**config.mk**
```make
export PLATFORM = sky130hd
export DESIGN_NAME = mini_src_control_unit
export DESIGN_NICKNAME = d
export VERILOG_FILES = /design/src/rtl/mini_src_pkg.sv /design/src/rtl/mini_src_control_unit_reg_select.sv /design/src/rtl/mini_src_control_unit.sv
export SDC_FILE = /design/constraint.sdc
export NUM_CORES = 1
export LEC_CHECK = 0
export ABC_CLOCK_PERIOD_IN_PS = 2100
export BUFFER_PORTS_ARGS = -buffer_cell sky130_fd_sc_hd__buf_2
export CAP_MARGIN = 5
export CORE_ASPECT_RATIO = 0.75
export CORE_MARGIN = 5
export CORE_UTILIZATION = 35
export DETAILED_ROUTE_END_ITERATION = 7
export GPL_TIMING_DRIVEN = 1
export PLACE_DENSITY = 0.66
export SKIP_LAST_GASP = 1
export SLEW_MARGIN = 20
export SYNTH_ARGS = -nofsm -noshare
export SYNTH_HDL_FRONTEND = slang
export SYNTH_SLANG_ARGS = --single-unit
```
**constraint.sdc**
```tcl
create_clock -name clk -period 2.1 [get_ports clk]
set_input_delay 0.105 -clock clk [delete_from_list [all_inputs] [get_ports clk]]
set_output_delay 0.105 -clock clk [all_outputs]
set_load 0.1 [all_outputs]
```
**src/rtl/mini_src_pkg.sv**
```systemverilog
// Mini SRC control definitions: opcodes, ALU codes, sequencer states and decode helpers.
// MUL/DIV legality follows the CU_MULDIV_EN build macro.
package mini_src_pkg;

  localparam logic [4:0] OP_ADD  = 5'b00011;
  localparam logic [4:0] OP_SUB  = 5'b00100;
  localparam logic [4:0] OP_SHL  = 5'b00101;
  localparam logic [4:0] OP_SHR  = 5'b00110;
  localparam logic [4:0] OP_ROR  = 5'b00111;
  localparam logic [4:0] OP_ROL  = 5'b01000;
  localparam logic [4:0] OP_AND  = 5'b01001;
  localparam logic [4:0] OP_OR   = 5'b01010;
  localparam logic [4:0] OP_MUL  = 5'b01111;
  localparam logic [4:0] OP_DIV  = 5'b10000;
  localparam logic [4:0] OP_HALT = 5'b11011;

  localparam logic [4:0] ALU_NOP = 5'b00000;
  localparam logic [4:0] ALU_ADD = 5'b00011;
  localparam logic [4:0] ALU_SUB = 5'b00100;
  localparam logic [4:0] ALU_SHR = 5'b00101;
  localparam logic [4:0] ALU_SHL = 5'b00111;
  localparam logic [4:0] ALU_ROR = 5'b01000;
  localparam logic [4:0] ALU_ROL = 5'b01001;
  localparam logic [4:0] ALU_AND = 5'b01010;
  localparam logic [4:0] ALU_OR  = 5'b01011;
  localparam logic [4:0] ALU_MUL = 5'b01111;
  localparam logic [4:0] ALU_DIV = 5'b10000;
  localparam logic [4:0] ALU_INC = 5'b11111;

  typedef enum logic [3:0] {
    ST_IDLE, ST_T0, ST_T1, ST_T2, ST_T3, ST_T4, ST_T5, ST_T6, ST_HALT
  } state_e;

  function automatic logic is_muldiv(input logic [4:0] op);
`ifdef CU_MULDIV_EN
    return (op == OP_MUL) || (op == OP_DIV);
`else
    return 1'b0;
`endif
  endfunction

  function automatic logic is_alu(input logic [4:0] op);
    case (op)
      OP_ADD, OP_SUB, OP_SHL, OP_SHR, OP_ROR, OP_ROL, OP_AND, OP_OR: return 1'b1;
      default: return 1'b0;
    endcase
  endfunction

  function automatic logic [4:0] alu_map(input logic [4:0] op);
    case (op)
      OP_ADD:  return ALU_ADD;
      OP_SUB:  return ALU_SUB;
      OP_SHL:  return ALU_SHL;
      OP_SHR:  return ALU_SHR;
      OP_ROR:  return ALU_ROR;
      OP_ROL:  return ALU_ROL;
      OP_AND:  return ALU_AND;
      OP_OR:   return ALU_OR;
      OP_MUL:  return ALU_MUL;
      OP_DIV:  return ALU_DIV;
      default: return ALU_NOP;
    endcase
  endfunction

endpackage

```
**src/rtl/mini_src_control_unit_reg_select.sv**
```systemverilog
// Register-field decoder: 4-bit GPR number to one-hot select, all zero when disabled.
module mini_src_reg_select #(
  parameter int NREGS = 16
) (
  input  logic [3:0]       sel_i,
  input  logic             en_i,
  output logic [NREGS-1:0] onehot_o
);

  always_comb begin
    onehot_o = '0;
    if (en_i) onehot_o[sel_i] = 1'b1;
  end

endmodule

```
**src/rtl/mini_src_control_unit.sv**
```systemverilog
// Hardwired Moore sequencer for the Mini SRC datapath: fetch T0-T2, R-format execute T3-T5/T6.
// Define CU_MULDIV_EN to make MUL/DIV legal (64-bit result via ZHI/HI/LO strobes and T6).
module mini_src_control_unit
  import mini_src_pkg::*;
#(
  parameter int NREGS = 16,
  parameter int ALU_W = 5
) (
  input  logic             clk,
  input  logic             clr,
  input  logic             run,
  input  logic             mem_rdy,
  input  logic [31:0]      ir,
  output logic             Pout,
  output logic             MARen,
  output logic             Pen,
  output logic             Read,
  output logic             MDRen,
  output logic             MDROut,
  output logic             IRen,
  output logic             Yen,
  output logic             ZLOen,
  output logic             ZHIen,
  output logic             ZLOout,
  output logic             ZHIout,
  output logic             HIen,
  output logic             LOen,
  output logic [NREGS-1:0] Rout,
  output logic [NREGS-1:0] Rin,
  output logic [ALU_W-1:0] alu_control,
  output logic             halted,
  output logic             illegal_op
);

  state_e     state_q, state_d;
  logic [4:0] op_q;
  logic [3:0] ra_q, rc_q;

  logic [4:0] ir_op;
  logic [3:0] ir_ra, ir_rb, ir_rc;
  logic       ir_legal, ir_halt, muldiv;
  logic       unused_ir;

  assign ir_op     = ir[31:27];
  assign ir_ra     = ir[26:23];
  assign ir_rb     = ir[22:19];
  assign ir_rc     = ir[18:15];
  assign unused_ir = ^ir[14:0];
  assign ir_legal  = is_alu(ir_op) | is_muldiv(ir_op);
  assign ir_halt   = (ir_op == OP_HALT);
  assign muldiv    = is_muldiv(op_q);

  always_comb begin
    state_d = state_q;
    case (state_q)
      ST_IDLE: if (run) state_d = ST_T0;
      ST_T0:   state_d = ST_T1;
      ST_T1:   if (mem_rdy) state_d = ST_T2;
      ST_T2:   state_d = ST_T3;
      ST_T3: begin
        if (ir_halt)       state_d = ST_HALT;
        else if (ir_legal) state_d = ST_T4;
        else               state_d = run ? ST_T0 : ST_IDLE;
      end
      ST_T4:   state_d = ST_T5;
      ST_T5:   state_d = muldiv ? ST_T6 : (run ? ST_T0 : ST_IDLE);
      ST_T6:   state_d = run ? ST_T0 : ST_IDLE;
      ST_HALT: state_d = ST_HALT;
      default: state_d = ST_IDLE;
    endcase
  end

  // Fields are captured in T3 so T4-T6 do not depend on IR staying stable.
  always_ff @(posedge clk or posedge clr) begin
    if (clr) begin
      state_q <= ST_IDLE;
      op_q    <= '0;
      ra_q    <= '0;
      rc_q    <= '0;
    end else begin
      state_q <= state_d;
      if (state_q == ST_T3) begin
        op_q <= ir_op;
        ra_q <= ir_ra;
        rc_q <= ir_rc;
      end
    end
  end

  always_comb begin
    Pout        = 1'b0;
    MARen       = 1'b0;
    Pen         = 1'b0;
    Read        = 1'b0;
    MDRen       = 1'b0;
    MDROut      = 1'b0;
    IRen        = 1'b0;
    Yen         = 1'b0;
    ZLOen       = 1'b0;
    ZHIen       = 1'b0;
    ZLOout      = 1'b0;
    ZHIout      = 1'b0;
    HIen        = 1'b0;
    LOen        = 1'b0;
    alu_control = '0;
    halted      = 1'b0;
    illegal_op  = 1'b0;
    case (state_q)
      ST_T0: begin
        Pout        = 1'b1;
        MARen       = 1'b1;
        ZLOen       = 1'b1;
        alu_control = ALU_W'(ALU_INC);
      end
      ST_T1: begin
        ZLOout = 1'b1;
        Pen    = 1'b1;
        Read   = 1'b1;
        MDRen  = 1'b1;
      end
      ST_T2: begin
        MDROut = 1'b1;
        IRen   = 1'b1;
      end
      ST_T3: begin
        Yen        = ir_legal | ir_halt;
        illegal_op = ~(ir_legal | ir_halt);
      end
      ST_T4: begin
        ZLOen       = 1'b1;
        alu_control = ALU_W'(alu_map(op_q));
`ifdef CU_MULDIV_EN
        ZHIen       = muldiv;
`endif
      end
      ST_T5: begin
        ZLOout = 1'b1;
`ifdef CU_MULDIV_EN
        LOen   = muldiv;
`endif
      end
      ST_T6: begin
`ifdef CU_MULDIV_EN
        ZHIout = 1'b1;
        HIen   = 1'b1;
`endif
      end
      ST_HALT: halted = 1'b1;
      default: ;
    endcase
  end

  // Rout uses Rb straight from IR in T3, the latched Rc in T4.
  mini_src_reg_select #(.NREGS(NREGS)) u_rout_sel (
    .sel_i    ((state_q == ST_T3) ? ir_rb : rc_q),
    .en_i     (((state_q == ST_T3) && (ir_legal || ir_halt)) || (state_q == ST_T4)),
    .onehot_o (Rout)
  );

  mini_src_reg_select #(.NREGS(NREGS)) u_rin_sel (
    .sel_i    (ra_q),
    .en_i     ((state_q == ST_T5) && !muldiv),
    .onehot_o (Rin)
  );

endmodule

```
==> metrics.log, run 1 <==
[metrics] final instance count without filler cells: 355
[metrics] Clk Tree Root Cell: sky130_fd_sc_hd__clkbuf_8
[metrics] worst endpoint required time: 2000 ps
[metrics] final weighted congestion in routability-driven placement: 0.8602
[metrics] area enclosed by the die boundary: 5854 um2
[metrics] ant diodes: 0
[metrics] wire length of the first global-routing pass: 9183 um
[metrics] CTS tree: built
[metrics] hpwl dp: 4510 um
[metrics] pin count of the biggest net entering global routing: 19
[metrics] Row Count: 20
[metrics] Setup crit start: state_q[0]
[metrics] Setup crit start kind: flip-flop
[metrics] flip-flop cell with the highest count after synthesis: sky130_fd_sc_hd__dfrtp_1
[metrics] via count of the first global-routing pass: 1808
[metrics] cell count of the worst reg-to-reg path: 6
[metrics] drt wl/cell: 16.96 um
[metrics] final worst slack: -204.4 ps
[metrics] share of the clock period used by the worst path after layout: 109.7%
[metrics] setup_tns: -1595 ps
[metrics] leading cell types by total area after synthesis: sky130_fd_sc_hd__dfrtp_1 (28%), sky130_fd_sc_hd__nand2_1 (13%), sky130_fd_sc_hd__nor2_1 (5.3%), sky130_fd_sc_hd__ha_1 (4.1%), sky130_fd_sc_hd__buf_4 (3.9%)
[metrics] global-route met2 utilization: 35.88%
[metrics] total global routing overflow: 0
[metrics] final max-slew violation count: 0
[metrics] leakage power of the design: 1.351 nW
[metrics] crit-path max cell delay: 580 ps
[metrics] clock skew after layout: 4.181 ps
[metrics] count of warnings emitted by yosys: 0
[metrics] top-area cell type share of the netlist area: 27.55%
[metrics] placed cell count: 338
[metrics] violated checks: setup timing
[metrics] number of enable-type register cells in the synthesized netlist: 0
[metrics] net count reported at finish: 342
[metrics] Post-Synthesis Cells: 217
[metrics] WP data arrival: 2200 ps
[metrics] layout overhead on the synthesized area: 112.2%
[metrics] summed instance area of the synthesized netlist: 1544 um2
[metrics] number of register bits inferred by synthesis: 17
[metrics] achievable clock frequency: 433.9 MHz
[metrics] CP Capture Point: Rout[4]
[metrics] capturing element type of the critical path: output pin
[metrics] Pwr Density: 1281 nW/um2
[metrics] number of I/O port buffers: 69
[metrics] Starting Density: 37.17%
[metrics] via count: 1877
[metrics] setup repair after global routing missed its margin: yes
[metrics] Horiz. Die Dim: 86.70 um
[metrics] Cell Chain, Critical Path: or4b_4 > buf_4 > nor2_4 > nand2_4 > o41ai_4 > buf_12
[metrics] clock-pin slew on the worst setup and hold paths: 70 ps
[metrics] fraction of final layout cells sized beyond drive strength 1: 56.67%
[metrics] hold path startpoint: ir[25]
[metrics] grt met3 use: 3.902%
[metrics] highest ir drop seen on vdd: 0.001625 V
[metrics] Worst path depth: 6
[metrics] Tot Pwr: 0.004195 W
[metrics] area of the multi-input gates: 1540 um2
[metrics] H-tree level count: 1
[metrics] proportion of register bits with asynchronous set or reset after synthesis: 100.0%
[metrics] FF/Latch Area: 425.4 um2
[metrics] count of cell types in the netlist: 42
[metrics] count of final setup violators: 16
[metrics] headroom to the max-slew limit: 54.14%
[metrics] die height: 67.52 um
[metrics] Avg Cell Area, Syn: 7.115 um2
[metrics] crit path buf inv count: 2
[metrics] initial DRC count: 57
[metrics] # DRC: 0
[metrics] placeable core area: 4154 um2
[metrics] standard cell with the maximum stage delay on the critical path: sky130_fd_sc_hd__or4b_4
[metrics] final-report hold violation count: 0
[metrics] fillcell total: 259
[metrics] time the final worst path needs with I/O delays and setup: 2304 ps
[metrics] result of the run: finished, violations left
[metrics] antenna violations before repair: 0
[metrics] path type of the worst min-delay path: in -> reg
[metrics] ratio of routed vias to standard cells: 5.287
[metrics] io pins: 89
[metrics] most repeated cell in the gate-level netlist after synthesis: sky130_fd_sc_hd__nand2_1
[metrics] cell taking the most area after synthesis: sky130_fd_sc_hd__dfrtp_1
[metrics] number of clock buffers inserted by TritonCTS: 3
[metrics] biggest fanout along the worst timing path: 4
[metrics] critical path class: reg -> out
[metrics] sequential share of the synthesized area: 27.55%
[metrics] reg-to-reg slack, setup: -20 ps
[metrics] met1 layer usage reported by global route: 25.52%
[metrics] global-route usage over all layers: 20.37%
[metrics] Commonest cells post-synth: sky130_fd_sc_hd__nand2_1 (52), sky130_fd_sc_hd__nor2_1 (22), sky130_fd_sc_hd__dfrtp_1 (17)
[metrics] number of optimization iterations in the first detailed-route pass: 4
[metrics] Most Crowded Layer GR: met2
[metrics] clock latency reported for the late side of the worst-skew pair: 260 ps
[metrics] slew at the pin closest to its max-slew limit: 687.1 ps
[metrics] Longest Clk Path Bufs: 2
[metrics] RR Startpoint: state_q[0]
[metrics] total routed wirelength: 6022 um
[metrics] Detail Route Antenna Nets: 0
[metrics] MaxCap Viol Count: 0
[metrics] cell type group with the largest total delay on the critical path: simple AND/OR/NAND/NOR gates
[metrics] clock sink count: 17
[metrics] Crit Reg-Reg Endpoint: state_q[0]
==> routing by layer <==
layer | vias to the layer above | part of all wire [%] | routed length [um]
met5 | - | 0 | 0
met4 | 0 | 1.4 | 85
met3 | 8 | 6.6 | 395
met2 | 72 | 51 | 3092
met1 | 886 | 41 | 2449
li1 | 911 | - | -
==> state kept, by name (all words and copies together) (netlist names) <==
signal   flops
state_q      4
ra_q         4
rc_q         4
op_q         5
==> worst register-to-register path: stages, from the launching register on <==
cell                      delay, ps
sky130_fd_sc_hd__dfrtp_1        410
sky130_fd_sc_hd__or4b_4         580
sky130_fd_sc_hd__buf_4          170
sky130_fd_sc_hd__buf_12         120
sky130_fd_sc_hd__buf_4          160
sky130_fd_sc_hd__or3_1          410
sky130_fd_sc_hd__a31oi_1        180
==> where the power goes <==
part / switching (W) / internal [W] / total (W)
combinational: 0.00219 / 0.00100 / 0.00319
sequential: 0.000269 / 0.000479 / 0.000748
clock: 0.000120 / 0.000135 / 0.000255
==> what timing repair did <==
item | in CTS | in global routing
endpoints found under the setup margin | 30 | 32
hold endpoints to repair | 17 | 0
gates resized for setup | 16 | 20
hold buffers | 1 | 0
buffers inserted | 6 | 7
pin swaps | 8 | 5
==> how the worst min path moves through the flow <==
stage / cells after the start / to / slack (ps)
2_1_floorplan: 1 / op_q[0] / 30
3_3_place_gp: 2 / ra_q[2] / 210
3_5_place_dp: 2 / state_q[1] / 220
4_1_cts: 3 / rc_q[3] / 40
5_1_grt: 3 / ra_q[2] / 50
6_report: 3 / ra_q[2] / 40
==> cells by family (layout without fill, tap and decap cells) <==
family	Yosys count	count (layout)	share of synthesized area, %
multiplexers	1	1	0.6483
AO/OA/AOI/OAI	40	40	18.88
flip-flops	17	17	27.55
XOR/XNOR	1	1	0.5674
adder cells (fa/ha/maj)	5	5	4.052
AND/OR/NAND/NOR	122	122	38.25
other	1	4	0.2429
buffers and inverters	30	110	9.805
==> cells in the final DEF, fill, tap and decap left out, types with 3 or more instances in the layout <==
cell type	Yosys	final
sky130_fd_sc_hd__nand2_1	52	42
sky130_fd_sc_hd__nor2b_1	3	3
sky130_fd_sc_hd__nand3_1	7	4
sky130_fd_sc_hd__nand2b_1	9	9
sky130_fd_sc_hd__buf_12	0	39
sky130_fd_sc_hd__buf_4	8	22
sky130_fd_sc_hd__o21ai_4	0	4
sky130_fd_sc_hd__o21ai_0	9	5
sky130_fd_sc_hd__nor3b_1	4	3
sky130_fd_sc_hd__o32ai_4	0	4
sky130_fd_sc_hd__nor3_2	0	4
sky130_fd_sc_hd__nor3_4	0	4
sky130_fd_sc_hd__dfrtp_1	17	17
sky130_fd_sc_hd__ha_1	5	5
sky130_fd_sc_hd__buf_2	1	30
sky130_fd_sc_hd__conb_1	1	4
sky130_fd_sc_hd__o41ai_4	0	4
sky130_fd_sc_hd__nor2_2	0	8
sky130_fd_sc_hd__clkbuf_8	0	3
sky130_fd_sc_hd__nor2_4	0	8
sky130_fd_sc_hd__nand2_2	0	9
sky130_fd_sc_hd__inv_1	9	7
sky130_fd_sc_hd__nand3_4	0	3
sky130_fd_sc_hd__o31ai_4	0	8
sky130_fd_sc_hd__a21oi_1	5	4
sky130_fd_sc_hd__nor2_1	22	6
==> layout make-up <==
type | instances | share of cell area, %
multi-input cells | 173 | 47.02
repair buffers | 97 | 35.37
flip-flops and latches | 17 | 12.99
well taps | 55 | 2.101
clock buffers | 4 | 1.375
inverters | 9 | 1.146
==> metrics by stage <==
step / setup slack [ps] / utilization, % / hold WS, ps / cell area [um2]
2_1_floorplan: -585.7 / - / 31.07 / 2043
3_3_place_gp: 98.12 / 72.02 / 209.4 / 2992
3_5_place_dp: 81.74 / 72.02 / 216.5 / 2992
4_1_cts: -156.3 / 75.78 / 40.66 / 3148
5_1_grt: -245.5 / 78.86 / 51.35 / 3276
6_report: -204.4 / 78.86 / 37.25 / 3276
Note: power is estimated with default switching activity, not from simulation.
==> run 2, diff against run 1 <==
--- a/config.mk
+++ b/config.mk
@@ -5,6 +5,7 @@
 export SDC_FILE = /design/constraint.sdc
 export NUM_CORES = 1
 export LEC_CHECK = 0
+export ABC_AREA = 1
 export ABC_CLOCK_PERIOD_IN_PS = 2100
 export BUFFER_PORTS_ARGS = -buffer_cell sky130_fd_sc_hd__buf_2
 export CAP_MARGIN = 5
@@ -13,7 +14,7 @@
 export CORE_UTILIZATION = 35
 export DETAILED_ROUTE_END_ITERATION = 7
 export GPL_TIMING_DRIVEN = 1
-export PLACE_DENSITY = 0.66
+export PLACE_DENSITY = 0.67
 export SKIP_LAST_GASP = 1
 export SLEW_MARGIN = 20
 export SYNTH_ARGS = -nofsm -noshare
==> run 2 against run 1 <==
  * The run still ends with setup timing left
  * Routed wire length is 19% lower
  * Power is 4.3% lower
  * Critical path depth stayed put
  * Clock-buffer cell count is 1 lower
  * Sequential share of layout area is 2.3 points higher
  * Final area is 15% lower
  * Maximum frequency is 9.7% higher
  * Largest power group unchanged
==> metrics.log, run 2 <==
[metrics] result of the run: finished, violations left
[metrics] violated checks: setup timing
[metrics] time the final worst path needs with I/O delays and setup: 2101 ps
[metrics] Clk Tree Root Cell: sky130_fd_sc_hd__clkbuf_8
[metrics] proportion of register bits with asynchronous set or reset after synthesis: 100.0%
[metrics] Avg Cell Area, Syn: 6.476 um2
[metrics] standard cell with the maximum stage delay on the critical path: sky130_fd_sc_hd__dfrtp_2
[metrics] Crit path top cell by count: sky130_fd_sc_hd__nor2_1
[metrics] placed cell count: 347
[metrics] highest ir drop seen on vdd: 0.001669 V
[metrics] number of optimization iterations in the first detailed-route pass: 4
[metrics] most repeated cell in the gate-level netlist after synthesis: sky130_fd_sc_hd__nand2_1
[metrics] number of I/O port buffers: 69
[metrics] via count of the first global-routing pass: 1635
[metrics] Post-Synthesis Cells: 228
[metrics] hpwl dp: 3809 um
[metrics] Row Count: 20
[metrics] wire length of the first global-routing pass: 7369 um
[metrics] Commonest cells post-synth: sky130_fd_sc_hd__nand2_1 (55), sky130_fd_sc_hd__nor2_1 (47), sky130_fd_sc_hd__inv_1 (35)
[metrics] antenna violations before repair: 0
[metrics] post-place instance area: 2479 um2
[metrics] Starting Density: 36.42%
[metrics] number of enable-type register cells in the synthesized netlist: 0
[metrics] leakage power of the design: 1.399 nW
[metrics] count of cell types in the netlist: 25
[metrics] drt wl/cell: 13.27 um
[metrics] crit-path max cell delay: 450 ps
[metrics] Cell Chain, Critical Path: nor2_1 > inv_1 > nor2_1 > nand3_1 > nor2_2 > buf_12
[metrics] final-report hold violation count: 0
[metrics] final std cell area, no fill: 2799 um2
[metrics] achievable clock frequency: 476.0 MHz
[metrics] register name with the most flops: op_q
[metrics] MaxCap Viol Count: 0
[metrics] capturing element type of the critical path: output pin
[metrics] clock latency reported for the late side of the worst-skew pair: 260 ps
[metrics] Horiz. Die Dim: 85.00 um
[metrics] Setup crit start kind: flip-flop
[metrics] clock-pin slew on the worst setup and hold paths: 70 ps
[metrics] biggest fanout along the worst timing path: 4
[metrics] slew at the pin closest to its max-slew limit: 628.9 ps
[metrics] total routed wirelength: 4895 um
[metrics] count of warnings emitted by yosys: 0
[metrics] net count reported at finish: 356
[metrics] number of register bits inferred by synthesis: 17
[metrics] final worst slack: -0.8358 ps
[metrics] # DRC: 0
[metrics] critical path class: reg -> out
[metrics] number of flip-flops in the largest register: 5
[metrics] Post-Route Hold Slack: 42.06 ps
[metrics] initial DRC count: 84
[metrics] global-route usage over all layers: 16.26%
[metrics] number of clock buffers inserted by TritonCTS: 3
[metrics] via count: 1702
[metrics] final weighted congestion in routability-driven placement: 0.8502
[metrics] Pwr Density: 1434 nW/um2
[metrics] die height: 66.25 um
[metrics] top-area cell type share of the netlist area: 28.81%
[metrics] ratio of routed vias to standard cells: 4.612
[metrics] cell count of the worst reg-to-reg path: 5
[metrics] layout overhead on the synthesized area: 89.58%
[metrics] io pins: 89
[metrics] Detail Route Antenna Nets: 0
[metrics] clock skew after layout: 2.181 ps
[metrics] path type of the worst min-delay path: in -> reg
[metrics] fraction of final layout cells sized beyond drive strength 1: 53.82%
[metrics] leading cell types by total area after synthesis: sky130_fd_sc_hd__dfrtp_1 (29%), sky130_fd_sc_hd__nand2_1 (14%), sky130_fd_sc_hd__nor2_1 (12%), sky130_fd_sc_hd__inv_1 (8.9%), sky130_fd_sc_hd__o21ai_0 (4.7%)
[metrics] CTS tree: built
[metrics] final max-slew violation count: 0
[metrics] commonest cells after routing, fill and taps aside: sky130_fd_sc_hd__nand2_1 (47), sky130_fd_sc_hd__buf_12 (36), sky130_fd_sc_hd__buf_2 (33)
[metrics] placeable core area: 4054 um2
[metrics] worst hold path stage count: 3
[metrics] worst setup timing slack at the placement stage: 210.5 ps
[metrics] clock sink count: 17
[metrics] area enclosed by the die boundary: 5630 um2
[metrics] most common library cell in the layout ignoring fill and taps: sky130_fd_sc_hd__nand2_1
[metrics] setup repair after global routing missed its margin: yes
[metrics] worst endpoint required time: 2000 ps
[metrics] final instance count without filler cells: 369
[metrics] cell taking the most area after synthesis: sky130_fd_sc_hd__dfrtp_1
[metrics] ant diodes: 0
[metrics] sequential share of the synthesized area: 28.81%
[metrics] flip-flop cell with the highest count after synthesis: sky130_fd_sc_hd__dfrtp_1
[metrics] count of final setup violators: 1
[metrics] total global routing overflow: 0
[metrics] share of the clock period used by the worst path after layout: 100.0%
[metrics] WP data arrival: 2000 ps
[metrics] summed instance area of the synthesized netlist: 1476 um2
[metrics] H-tree level count: 1
[metrics] pin count of the biggest net entering global routing: 18
[metrics] headroom to the max-slew limit: 58.03%
[metrics] Longest Clk Path Bufs: 2
-- run 2: cell types whose count changed after synthesis, moves of 4 or more --
| cell | before | now |
|---|---|---|
| sky130_fd_sc_hd__clkbuf_1 | 9 | 0 |
| sky130_fd_sc_hd__inv_1 | 9 | 35 |
| sky130_fd_sc_hd__nand2_2 | 0 | 9 |
| sky130_fd_sc_hd__nand2_4 | 0 | 6 |
| sky130_fd_sc_hd__nand2b_1 | 9 | 0 |
| sky130_fd_sc_hd__nor2_1 | 22 | 47 |
| sky130_fd_sc_hd__nor3_1 | 10 | 2 |
| sky130_fd_sc_hd__nor3b_1 | 4 | 0 |
| sky130_fd_sc_hd__o21ai_0 | 9 | 14 |
| sky130_fd_sc_hd__o31ai_1 | 8 | 2 |
-- run 2: per-stage QoR --
| stage | total power [W] | util (%) | TNS (ps) |
|---|---|---|---|
| final | 0.004015 | 69.04 | -0.8358 |
| after global routing | 0.004243 | 69.04 | -1877 |
| after CTS | 0.003595 | 63.09 | -35.99 |
| after detailed placement | 0.003302 | 61.14 | 0 |
| after global placement | 0.003250 | 61.14 | 0 |
| after floorplan | 0.002841 | - | -2052 |
-- run 2: layout make-up --
type | instances | area (um2)
well taps | 55 | 68.82
multi-input cells | 168 | 1074
flip-flops and latches | 17 | 429.2
fillers | 330 | 1255
clock buffers | 3 | 41.29
clock inverters | 1 | 5.005
inverters | 36 | 135.1
repair buffers | 89 | 1046
-- run 2: kinds of logic (layout without fill, tap and decap cells) --
family	after synthesis	in the layout	synth area share (%)
other cells	1	4	0.2540
buf+inv	47	129	15.08
compound gates	22	22	8.051
flops	17	17	28.81
fa+ha+maj	5	5	4.237
simple gates	136	137	43.56
-- run 2: worst paths after layout --
kind / start / endpoint / slack, ps
min in group asynchronous: clr / op_q[1] / 480
min reg2reg: rc_q[2] / rc_q[2] / 510
max in group asynchronous: clr / state_q[2] / 1180
min: ir[17] / rc_q[2] / 40
max reg2reg: state_q[3] / state_q[0] / 810
max: state_q[0] / Rin[1] / -0.8
-- run 2: report_power, final --
group          switching, W  internal, W  total (W)  leakage [nW]
clock              0.000116     0.000132   0.000248        0.0255
combinational       0.00228     0.000847    0.00313          1.17
sequential         0.000154     0.000484   0.000638         0.206
-- run 2: critical path: cells and delay by family (launching register included) --
| kind | cells | cell delay, ps |
|---|---|---|
| AND/OR/NAND/NOR | 4 | 1000 |
| buffers and inverters | 2 | 280 |
| flip-flops | 1 | 450 |
-- run 2: routing by layer --
layer,part of all wire (%),GRT usage [%]
met5,0,0
met4,1.7,3.360
met3,9.1,6.102
met2,46,26.36
met1,43,20.64
-- run 2: timing repair --
item	CTS	global route
endpoints found under the setup margin	16	35
buffers inserted	1	15
cloned	0	1
hold endpoints to repair	17	0
pin swaps	1	9
hold buffers	1	0
gates resized for setup	5	35
==> run 3, diff against run 2 <==
--- a/config.mk
+++ b/config.mk
@@ -6,7 +6,7 @@
 export NUM_CORES = 1
 export LEC_CHECK = 0
 export ABC_AREA = 1
-export ABC_CLOCK_PERIOD_IN_PS = 2100
+export ABC_CLOCK_PERIOD_IN_PS = 2400
 export BUFFER_PORTS_ARGS = -buffer_cell sky130_fd_sc_hd__buf_2
 export CAP_MARGIN = 5
 export CORE_ASPECT_RATIO = 0.75
@@ -15,7 +15,6 @@
 export DETAILED_ROUTE_END_ITERATION = 7
 export GPL_TIMING_DRIVEN = 1
 export PLACE_DENSITY = 0.67
-export SKIP_LAST_GASP = 1
 export SLEW_MARGIN = 20
 export SYNTH_ARGS = -nofsm -noshare
 export SYNTH_HDL_FRONTEND = slang
==> constraint.sdc (replaced) <==
create_clock -name clk -period 2.4 [get_ports clk]
set_input_delay 0.12 -clock clk [delete_from_list [all_inputs] [get_ports clk]]
set_output_delay 0.12 -clock clk [all_outputs]
set_load 0.1 [all_outputs]
==> run 3 against run 2 <==
  * The run now ends clean
  * Sequential power down 15%
  * Sequential share of layout area up 4.1 points
  * Core utilization down 15 points
  * Cell count down 4.3%
  * Worst hold slack better by 16 ps
  * Power down 27%
  * Setup slack better by 200 ps
  * Final area down 22%
  * Via count down 8.1%
==> metrics.log, run 3 (synthesized netlist as in run 2, its figures left out) <==
[metrics] H-tree level count: 1
[metrics] slew at the pin closest to its max-slew limit: 637.8 ps
[metrics] fraction of final layout cells sized beyond drive strength 1: 37.92%
[metrics] register name with the most flops: op_q
[metrics] switching power: 0.001954 W
[metrics] final worst slack: 201.6 ps
[metrics] Pwr Density: 1339 nW/um2
[metrics] placeable core area: 4054 um2
[metrics] clock latency reported for the late side of the worst-skew pair: 250 ps
[metrics] fillcell total: 422
[metrics] Detail Route Antenna Nets: 0
[metrics] share of the clock period used by the worst path after layout: 91.60%
[metrics] result of the run: complete, no violations
[metrics] time the final worst path needs with I/O delays and setup: 2198 ps
[metrics] worst hold path stage count: 3
[metrics] final-report hold violation count: 0
[metrics] worst endpoint required time: 2280 ps
[metrics] total global routing overflow: 0
[metrics] Switching Share: 66.52%
[metrics] Crit Reg-Reg Endpoint: state_q[0]
[metrics] count of final setup violators: 0
[metrics] reg-to-reg slack, setup: 1020 ps
[metrics] final weighted congestion in routability-driven placement: 0.7901
[metrics] die height: 66.25 um
[metrics] total routed wirelength: 4047 um
[metrics] layout overhead on the synthesized area: 48.56%
[metrics] Cell Chain, Critical Path: inv_1 > nand2_1 > nor2_1 > nand2_1 > a21oi_1 > o21ai_0 > nand2_1 > buf_2
[metrics] Worst path depth: 8
[metrics] biggest fanout along the worst timing path: 4
[metrics] crit-path max cell delay: 420 ps
[metrics] number of optimization iterations in the first detailed-route pass: 4
[metrics] wire length of the first global-routing pass: 6913 um
[metrics] io pins: 89
[metrics] Tot Pwr: 0.002938 W
[metrics] commonest cells after routing, fill and taps aside: sky130_fd_sc_hd__nand2_1 (55), sky130_fd_sc_hd__buf_2 (53), sky130_fd_sc_hd__nor2_1 (37)
[metrics] worst setup timing slack at the placement stage: 327.4 ps
[metrics] placed cell count: 345
[metrics] Clk network pwr share: 7.3%
[metrics] clock skew after layout: 6.225 ps
[metrics] setup repair after global routing missed its margin: no
[metrics] achievable clock frequency: 454.9 MHz
[metrics] clock sink count: 17
[metrics] hpwl dp: 3433 um
[metrics] global-route usage over all layers: 15.14%
[metrics] via count of the first global-routing pass: 1527
[metrics] leakage power of the design: 1.218 nW
[metrics] combinational power share: 74.3%
[metrics] final instance count without filler cells: 353
[metrics] number of I/O port buffers: 69
[metrics] Row Count: 20
[metrics] standard cell with the maximum stage delay on the critical path: sky130_fd_sc_hd__buf_2
[metrics] cell count of the worst reg-to-reg path: 6
[metrics] WP data arrival: 2080 ps
[metrics] sequential share of power: 18.4%
[metrics] Setup crit start kind: flip-flop
[metrics] Horiz. Die Dim: 85.00 um
[metrics] Setup crit start: state_q[1]
[metrics] RR Startpoint: state_q[2]
[metrics] pin count of the biggest net entering global routing: 18
[metrics] number of flip-flops in the largest register: 5
[metrics] number of cells upsized or downsized after cts: 0
[metrics] # DRC: 0
[metrics] area enclosed by the die boundary: 5630 um2
[metrics] utilization after layout: 54.10%
[metrics] Crit path top cell by count: sky130_fd_sc_hd__nand2_1
[metrics] Longest Clk Path Bufs: 2
[metrics] ratio of routed vias to standard cells: 4.431
[metrics] MaxCap Viol Count: 0
[metrics] path type of the worst min-delay path: in -> reg
[metrics] net count reported at finish: 340
[metrics] CTS tree: built
[metrics] crit path buf inv count: 2
[metrics] highest ir drop seen on vdd: 0.001023 V
[metrics] drt wl/cell: 11.46 um
[metrics] clock-pin slew on the worst setup and hold paths: 70 ps
[metrics] most common library cell in the layout ignoring fill and taps: sky130_fd_sc_hd__nand2_1
[metrics] CP Capture Point: alu_control[0]
[metrics] headroom to the max-slew limit: 57.43%
[metrics] antenna violations before repair: 0
[metrics] cell type group with the largest total delay on the critical path: simple AND/OR/NAND/NOR gates
[metrics] Clk Tree Root Cell: sky130_fd_sc_hd__clkbuf_8
[metrics] initial DRC count: 52
[metrics] ant diodes: 0
[metrics] Starting Density: 36.42%
[metrics] critical path class: reg -> out
[metrics] capturing element type of the critical path: output pin
[metrics] final max-slew violation count: 0
[metrics] Pint: 0.0009835 W
[metrics] number of clock buffers inserted by TritonCTS: 3
[metrics] via count: 1564
-- run 3: cell count changes in the layout (fill, tap and decap cells not counted), moves of 7 or more --
cell                      delta
sky130_fd_sc_hd__nor2_2     -13
sky130_fd_sc_hd__nand2_4     -7
sky130_fd_sc_hd__nand2_1     +8
sky130_fd_sc_hd__nor2_1     +23
sky130_fd_sc_hd__buf_12     -20
sky130_fd_sc_hd__nor2_4     -10
sky130_fd_sc_hd__buf_4      -12
sky130_fd_sc_hd__buf_2      +20
-- run 3: routing by layer --
layer / routed length, um / GRT usage [%] / vias to the layer above
met5: 0 / 0 / -
met4: 38 / 3.557 / 0
met3: 323 / 3.736 / 4
met2: 1799 / 24.71 / 60
met1: 1885 / 20.10 / 679
li1: - / - / 821
-- run 3: how the worst min path moves through the flow --
stage | from | endpoint
4_1_cts | ir[17] | rc_q[2]
3_5_place_dp | clr | op_q[3]
5_1_grt | ir[17] | rc_q[2]
2_1_floorplan | clr | op_q[0]
3_3_place_gp | clr | op_q[3]
6_report | ir[17] | rc_q[2]
-- run 3: cell type report --
cell class,instances,area (um2),share of cell area (%)
Multi-Input combinational cell,167,892.1,40.67
Timing Repair Buffer,74,625.6,28.52
Sequential cell,17,425.4,19.40
Inverter,36,135.1,6.161
Tap cell,55,68.82,3.137
Clock buffer,3,41.29,1.882
Clock inverter,1,5.005,0.2282
-- run 3: worst min-delay path, stage by stage --
cell and delay [ps]:
sky130_fd_sc_hd__buf_2 70, sky130_fd_sc_hd__nand2_1 40, sky130_fd_sc_hd__nand2_1 40
-- run 3: what timing repair did --
item,4_1_cts,5_1_grt
hold buffers,1,0
endpoints found under the setup margin,0,16
hold endpoints to repair,17,0
setup buffers,0,3
-- run 3: per-stage QoR --
step                setup TNS [ps]  area, um2  hold slack (ps)
floorplan                   -819.2       1540            46.07
global placement                 0       2115            231.0
detailed placement               0       2115            241.2
CTS                              0       2171            53.20
global route                     0       2193            58.66
finish                           0       2193            57.91
-- run 3: power groups by stage --
stage | combinational (W) | clock [W] | sequential (W)
after global routing | 0.00235 | 0.000235 | 0.000560
after global placement | 0.00214 | 0 | 0.000541
after detailed placement | 0.00217 | 0 | 0.000541
after CTS | 0.00217 | 0.000222 | 0.000539
final | 0.00218 | 0.000215 | 0.000541
after floorplan | 0.00190 | 0 | 0.000520
